## src/rtl/fifo_uart_tx_if.sv

```systemverilog
// Purpose: read-side link between a show-ahead byte FIFO and its serial drainer.
// Latency: none, plain wires; the consumer's pop strobe is combinational.
// Backpressure: the consumer pops only when it is ready to start a frame.
//
// Signals:
//   fifo_data_out  8  head byte, valid whenever fifo_is_empty=0
//   fifo_is_empty  1  FIFO empty flag
//   fifo_read      1  one-cycle pop strobe from the consumer
// Modports: master = FIFO side, slave = consumer side.
interface fifo_uart_tx_if;
  logic [7:0] fifo_data_out;
  logic       fifo_is_empty;
  logic       fifo_read;

  modport master (
    output fifo_data_out,
    output fifo_is_empty,
    input  fifo_read
  );

  modport slave (
    input  fifo_data_out,
    input  fifo_is_empty,
    output fifo_read
  );
endinterface

```

## src/rtl/fifo_uart_tx.sv

```systemverilog
// Purpose: drains bytes from a FIFO and sends them as UART frames (start, 8 data LSB first, opt. parity, 1-2 stop).
// Latency: tx falls the cycle after fifo_read; frame is (10+PARITY_EN+STOP_BITS-1)*CLKS_PER_BIT cycles.
// Backpressure: pops only in IDLE or on the last stop cycle, and only while enable=1 and the FIFO is non-empty.
//
// Ports:
//   clk, rst_n     clock, asynchronous active-low reset
//   enable         1 permits starting new frames (a frame in flight always completes)
//   fifo           slave side of fifo_uart_tx_if (head byte, empty flag, pop strobe)
//   tx             serial line, idles high
//   busy           high while a frame is in progress
//   frame_done     one-cycle pulse after each completed frame
//   frames_sent    wrapping count of completed frames
module fifo_uart_tx #(
  parameter int CLKS_PER_BIT = 16,
  parameter int PARITY_EN    = 0,
  parameter int PARITY_ODD   = 0,
  parameter int STOP_BITS    = 1
) (
  input  logic                 clk,
  input  logic                 rst_n,
  input  logic                 enable,
  fifo_uart_tx_if.slave        fifo,
  output logic                 tx,
  output logic                 busy,
  output logic                 frame_done,
  output logic [15:0]          frames_sent
);

  localparam int             CW        = $clog2(CLKS_PER_BIT);
  localparam logic [CW-1:0]  BAUD_LAST = CW'(CLKS_PER_BIT - 1);
  localparam logic           HAS_PAR   = (PARITY_EN != 0);
  localparam logic           ODD       = (PARITY_ODD != 0);
  // Index of the final stop bit (0 for one stop bit, 1 for two).
  localparam logic           LAST_STOP = (STOP_BITS == 2);

  typedef enum logic [2:0] {IDLE, START, DATA, PARITY, STOP} state_t;

  state_t        state_q, state_d;
  logic [CW-1:0] baud_q;
  logic [2:0]    bit_q;
  logic          stop_q;
  logic [7:0]    shreg_q, shreg_d;
  logic          par_q, par_d;
  logic          tx_d;
  logic          bit_end;
  logic          final_stop;
  logic          load;

  assign bit_end    = (state_q != IDLE) && (baud_q == BAUD_LAST);
  assign final_stop = (state_q == STOP) && bit_end && (stop_q == LAST_STOP);
  // Gated by rst_n so nothing is popped while the block is held in reset.
  assign load       = rst_n && enable && !fifo.fifo_is_empty &&
                      ((state_q == IDLE) || final_stop);
  assign fifo.fifo_read = load;

  always_comb begin
    state_d = state_q;
    shreg_d = shreg_q;
    par_d   = par_q;
    tx_d    = 1'b1;

    if (load) begin
      state_d = START;
      shreg_d = fifo.fifo_data_out;
      par_d   = ^fifo.fifo_data_out ^ ODD;
    end else if (bit_end) begin
      case (state_q)
        START:  state_d = DATA;
        DATA: begin
          shreg_d = {1'b0, shreg_q[7:1]};
          if (bit_q == 3'd7) state_d = HAS_PAR ? PARITY : STOP;
        end
        PARITY: state_d = STOP;
        STOP:   if (final_stop) state_d = IDLE;
        default: state_d = IDLE;
      endcase
    end

    // Line level is chosen from the next state so tx lines up with state_q.
    case (state_d)
      START:   tx_d = 1'b0;
      DATA:    tx_d = shreg_d[0];
      PARITY:  tx_d = par_d;
      default: tx_d = 1'b1;
    endcase
  end

  always_ff @(posedge clk or negedge rst_n) begin
    if (!rst_n) begin
      state_q     <= IDLE;
      baud_q      <= '0;
      bit_q       <= '0;
      stop_q      <= 1'b0;
      shreg_q     <= '0;
      par_q       <= 1'b0;
      tx          <= 1'b1;
      busy        <= 1'b0;
      frame_done  <= 1'b0;
      frames_sent <= '0;
    end else begin
      state_q    <= state_d;
      shreg_q    <= shreg_d;
      par_q      <= par_d;
      tx         <= tx_d;
      busy       <= (state_d != IDLE);
      frame_done <= final_stop;
      if (final_stop) frames_sent <= frames_sent + 16'd1;

      if (load || bit_end || (state_q == IDLE)) baud_q <= '0;
      else                                      baud_q <= baud_q + 1'b1;

      if (load)                             bit_q <= '0;
      else if ((state_q == DATA) && bit_end) bit_q <= bit_q + 3'd1;

      if (load)                             stop_q <= 1'b0;
      else if ((state_q == STOP) && bit_end) stop_q <= ~stop_q;
    end
  end

endmodule

```

## src/flat_wrapper.sv

```systemverilog
// flat-port wrapper written by rule: the top's interface ports become plain ports
module fifo_uart_tx_flat 
#(
  parameter int CLKS_PER_BIT = 16,
  parameter int PARITY_EN    = 0,
  parameter int PARITY_ODD   = 0,
  parameter int STOP_BITS    = 1
)
  (clk, rst_n, enable, tx, busy, frame_done, frames_sent, fifo_fifo_data_out, fifo_fifo_is_empty, fifo_fifo_read);
  fifo_uart_tx_if fifo_i ();
  input  logic clk;
  input  logic rst_n;
  input  logic enable;
  output logic tx;
  output logic busy;
  output logic frame_done;
  output logic [15:0] frames_sent;
  input wire logic [$bits(fifo_i.fifo_data_out)-1:0] fifo_fifo_data_out;
  input wire logic [$bits(fifo_i.fifo_is_empty)-1:0] fifo_fifo_is_empty;
  output wire logic [$bits(fifo_i.fifo_read)-1:0] fifo_fifo_read;
  assign fifo_i.fifo_data_out = fifo_fifo_data_out;
  assign fifo_i.fifo_is_empty = fifo_fifo_is_empty;
  assign fifo_fifo_read = fifo_i.fifo_read;
  fifo_uart_tx #(.CLKS_PER_BIT(CLKS_PER_BIT), .PARITY_EN(PARITY_EN), .PARITY_ODD(PARITY_ODD), .STOP_BITS(STOP_BITS)) u_core (.clk(clk), .rst_n(rst_n), .enable(enable), .fifo(fifo_i), .tx(tx), .busy(busy), .frame_done(frame_done), .frames_sent(frames_sent));
endmodule
```

## config.mk

```make
export PLATFORM = sky130hd
export DESIGN_NAME = fifo_uart_tx_flat
export DESIGN_NICKNAME = d
export VERILOG_FILES = /design/src/rtl/fifo_uart_tx_if.sv /design/src/rtl/fifo_uart_tx.sv /design/src/flat_wrapper.sv
export SDC_FILE = /design/constraint.sdc
export NUM_CORES = 1
export LEC_CHECK = 0
export ABC_AREA = 1
export BUFFER_PORTS_ARGS = -buffer_cell sky130_fd_sc_hd__buf_2
export CORE_MARGIN = 2
export CORE_UTILIZATION = 41
export DETAILED_ROUTE_END_ITERATION = 7
export PLACE_DENSITY = 0.69
export SYNTH_ARGS = -nofsm -noshare
export SYNTH_HDL_FRONTEND = slang
export SYNTH_SLANG_ARGS = --single-unit
```

## constraint.sdc

```tcl
create_clock -name clk -period 2.65 [get_ports clk]
set_input_delay 0.1325 -clock clk [delete_from_list [all_inputs] [get_ports clk]]
set_output_delay 0.1325 -clock clk [all_outputs]
set_load 0.01 [all_outputs]
```

==> results.cfg <==
[global_routing]
track_usage = 0.152
grt_overflow = 0
antenna_found_initial = 0
grt_pass1_wl_um = 7060
grt_max_degree = 40
grt_pass1_vias = 1639

[floorplanning]
initial_core_util = 0.420
die_h_um = 76.1
core-area_sq_um = 5070
die_w_um = 76.1
ioPinCount = 32
die-area_sq_um = 5790
rows = 26

[timing]
finalSetupTns_ps = 0
tightest_slew_ps = 484
fin_skew_ps = 5.87
hold_viol = 0
hold_slack_ps = 126
setup_violations = 0
final.min_clock_period_ps = 1900
slew_violations = 0
fmax_mhz = 527
rsz0062_at_grt = false
slew_headroom = 0.677
fin_crit_sh = 0.716

[yosys]
yosysSeqAreaShare = 0.459
synthFlopType = dfrtp_1
synth_top_area_share = 0.447
synth_area_sq_um = 2130
syn_nets = 266
synth_top_cell_by_area = dfrtp_1
synth-edff-count = 0
async_reset_ff_frac = 1.00
yosysWarnings = 0
synth_cell_types = 32
syn_inst = 250
syn_avg_cell_area_sq_um = 8.52
synthTopCellsByArea = dfrtp_1 (45%), nand2_1 (12%), inv_1 (5.3%)
ys_ff_latch = 39

[worst_setup_path]
crit_path_top_delay_cell = dfrtp_1
critPathRequiredTime_ps = 2520
worst_path_largest_cell_delay_ps = 370
path_cells = ha_1 -> nand2_2 -> nor2_4 -> nand3_4 -> a21oi_4 -> buf_2
setup.worst_path.start_class = flop
cp_max_fo = 16
end_kind = output port
rrSetupSlack_ps = 820
arrival_ps = 1770
path_class = reg2out

[pwr]
seqPwrFrac = 0.578
powerDensity_nw_per_um2 = 420
intPower_uw = 798
power.switching_uw = 232
leakage_uw = 0.00128
clkPwrFrac = 0.372
peakVddDrop_uv = 271
comb_power_share = 0.049
p_sw_frac = 0.225

[routing]
wl_met1_um = 1840
totalWireLength_um = 4060
met3_length_um = 157
wire_per_inst_um = 11.3
drc = 0
wl_met2_um = 2000
via_per_inst = 4.76
highest_layer = met4
firstDrtPassIters = 4
drt_iter0_markers = 60
vias = 1709
ant_nets = 0

[layout]
layout_common_cells = nand2_1 (70), dfrtp_1 (38), buf_2 (31), inv_1 (30), nor2_1 (24)
nets = 304
layout_commonest_cell = nand2_1
finalCoreUtilization = 0.484
antenna_cells = 0
area_delta_synth_final_pct = 15.3
drive_gt1_frac = 0.221

[cts]
h-tree-depth = 2
clkLatencyLatePin_ps = 290
hold_buffers = 1
clkTransAtPathRegs_ps = 80
cts-resized-gates = 0
cts_tree = done
cts_sinks = 39
cts.path.max_buffers = 2
cts_setup_buffers = 0
root_buffer = clkbuf_8
cts_inserted_buffers = 5

[placement]
dp_hpwl_um = 3150
numPortBuffers = 31
gp_congestion = 0.877

[run]
cap_viol_max_count = 0

[run_status]
run_status = finished clean

[hold_path]
min_path_type = in2reg
synth_stat cells, drive strengths merged (2+ instances only):
cell type   n
a21oi       2
a22oi       2
dfrtp      38
ha          4
inv        33
nand2      78
nand3      13
nand3b      2
nand4       5
nor2       31
o211ai      4
o21ai       7
o221ai      3
xnor2      11
xor2        9
kinds of logic (layout without fill, tap and decap cells):
| logic type | after synthesis | in the layout | share of synthesized area |
|---|---|---|---|
| fa+ha+maj | 4 | 4 | 0.0235 |
| buf+inv | 35 | 74 | 0.0652 |
| flops | 39 | 39 | 0.459 |
| compound gates | 20 | 20 | 0.0664 |
| simple gates | 132 | 132 | 0.304 |
| xor+xnor | 20 | 20 | 0.0823 |
cell type report:
| cell class | instances | area [sq um] |
|---|---|---|
| inverter | 33 | 124 |
| tap | 70 | 87.6 |
| sequential | 39 | 977 |
| clock inverter | 1 | 5.00 |
| fill | 505 | 2620 |
| multi-input combinational | 176 | 1010 |
| clock buffer | 7 | 76.3 |
| timing repair buffer | 33 | 173 |
state kept, by name, indices dropped and copies added, names as in the netlist:
signal / count
u_core.stop_q: 1
u_core.bit_q: 3
u_core.par_q: 1
u_core.frame_done: 1
u_core.baud_q: 4
u_core.state_q: 3
u_core.frames_sent: 16
u_core.busy: 1
u_core.tx: 1
u_core.shreg_q: 8
metrics by stage:
step / setup WS (ps) / power [uW] / cells / area, sq um
floorplan: 1110 / 630 / 250 / 2130
global placement: 900 / 657 / 350 / 2360
detailed placement: 798 / 659 / 350 / 2360
CTS: 719 / 1050 / 359 / 2460
global route: 605 / 1080 / 359 / 2460
finish: 752 / 1030 / 359 / 2460
worst max-delay path, delay by kind of cell, from the launching register on:
kind / cells / cell delay [ps]
buffers and inverters: 1 / 170
adder cells (fa/ha/maj): 1 / 210
AO/OA/AOI/OAI: 1 / 270
flip-flops: 1 / 370
AND/OR/NAND/NOR: 3 / 460
path summary, 6_finish.rpt:
kind / from / end / depth (start not counted)
worst max-delay path: u_core.baud_q[0] / fifo_fifo_read / 6
worst min-delay path: fifo_fifo_data_out[6] / u_core.shreg_q[6] / 3
worst max register to register: u_core.baud_q[0] / u_core.bit_q[2] / 10
worst min register to register: u_core.baud_q[0] / u_core.baud_q[0] / 1
max in group asynchronous: rst_n / u_core.tx / 3
min in group asynchronous: rst_n / u_core.stop_q / 3
per-layer routing:
metal	global-route usage	up-vias
met5	0	-
met4	0.0673	0
met3	0.0427	5
met2	0.254	31
met1	0.185	813
li1	-	860
power by group through the flow:
stage          sequential, uW  combinational (uW)  clock [uW]
3_3_place_gp              607                50.0           0
3_5_place_dp              607                51.6           0
6_report                  596                50.9         384
2_1_floorplan             608                22.5           0
4_1_cts                   596                53.0         399
5_1_grt                   596                59.8         428
Note: power is estimated with default switching activity, not from simulation.
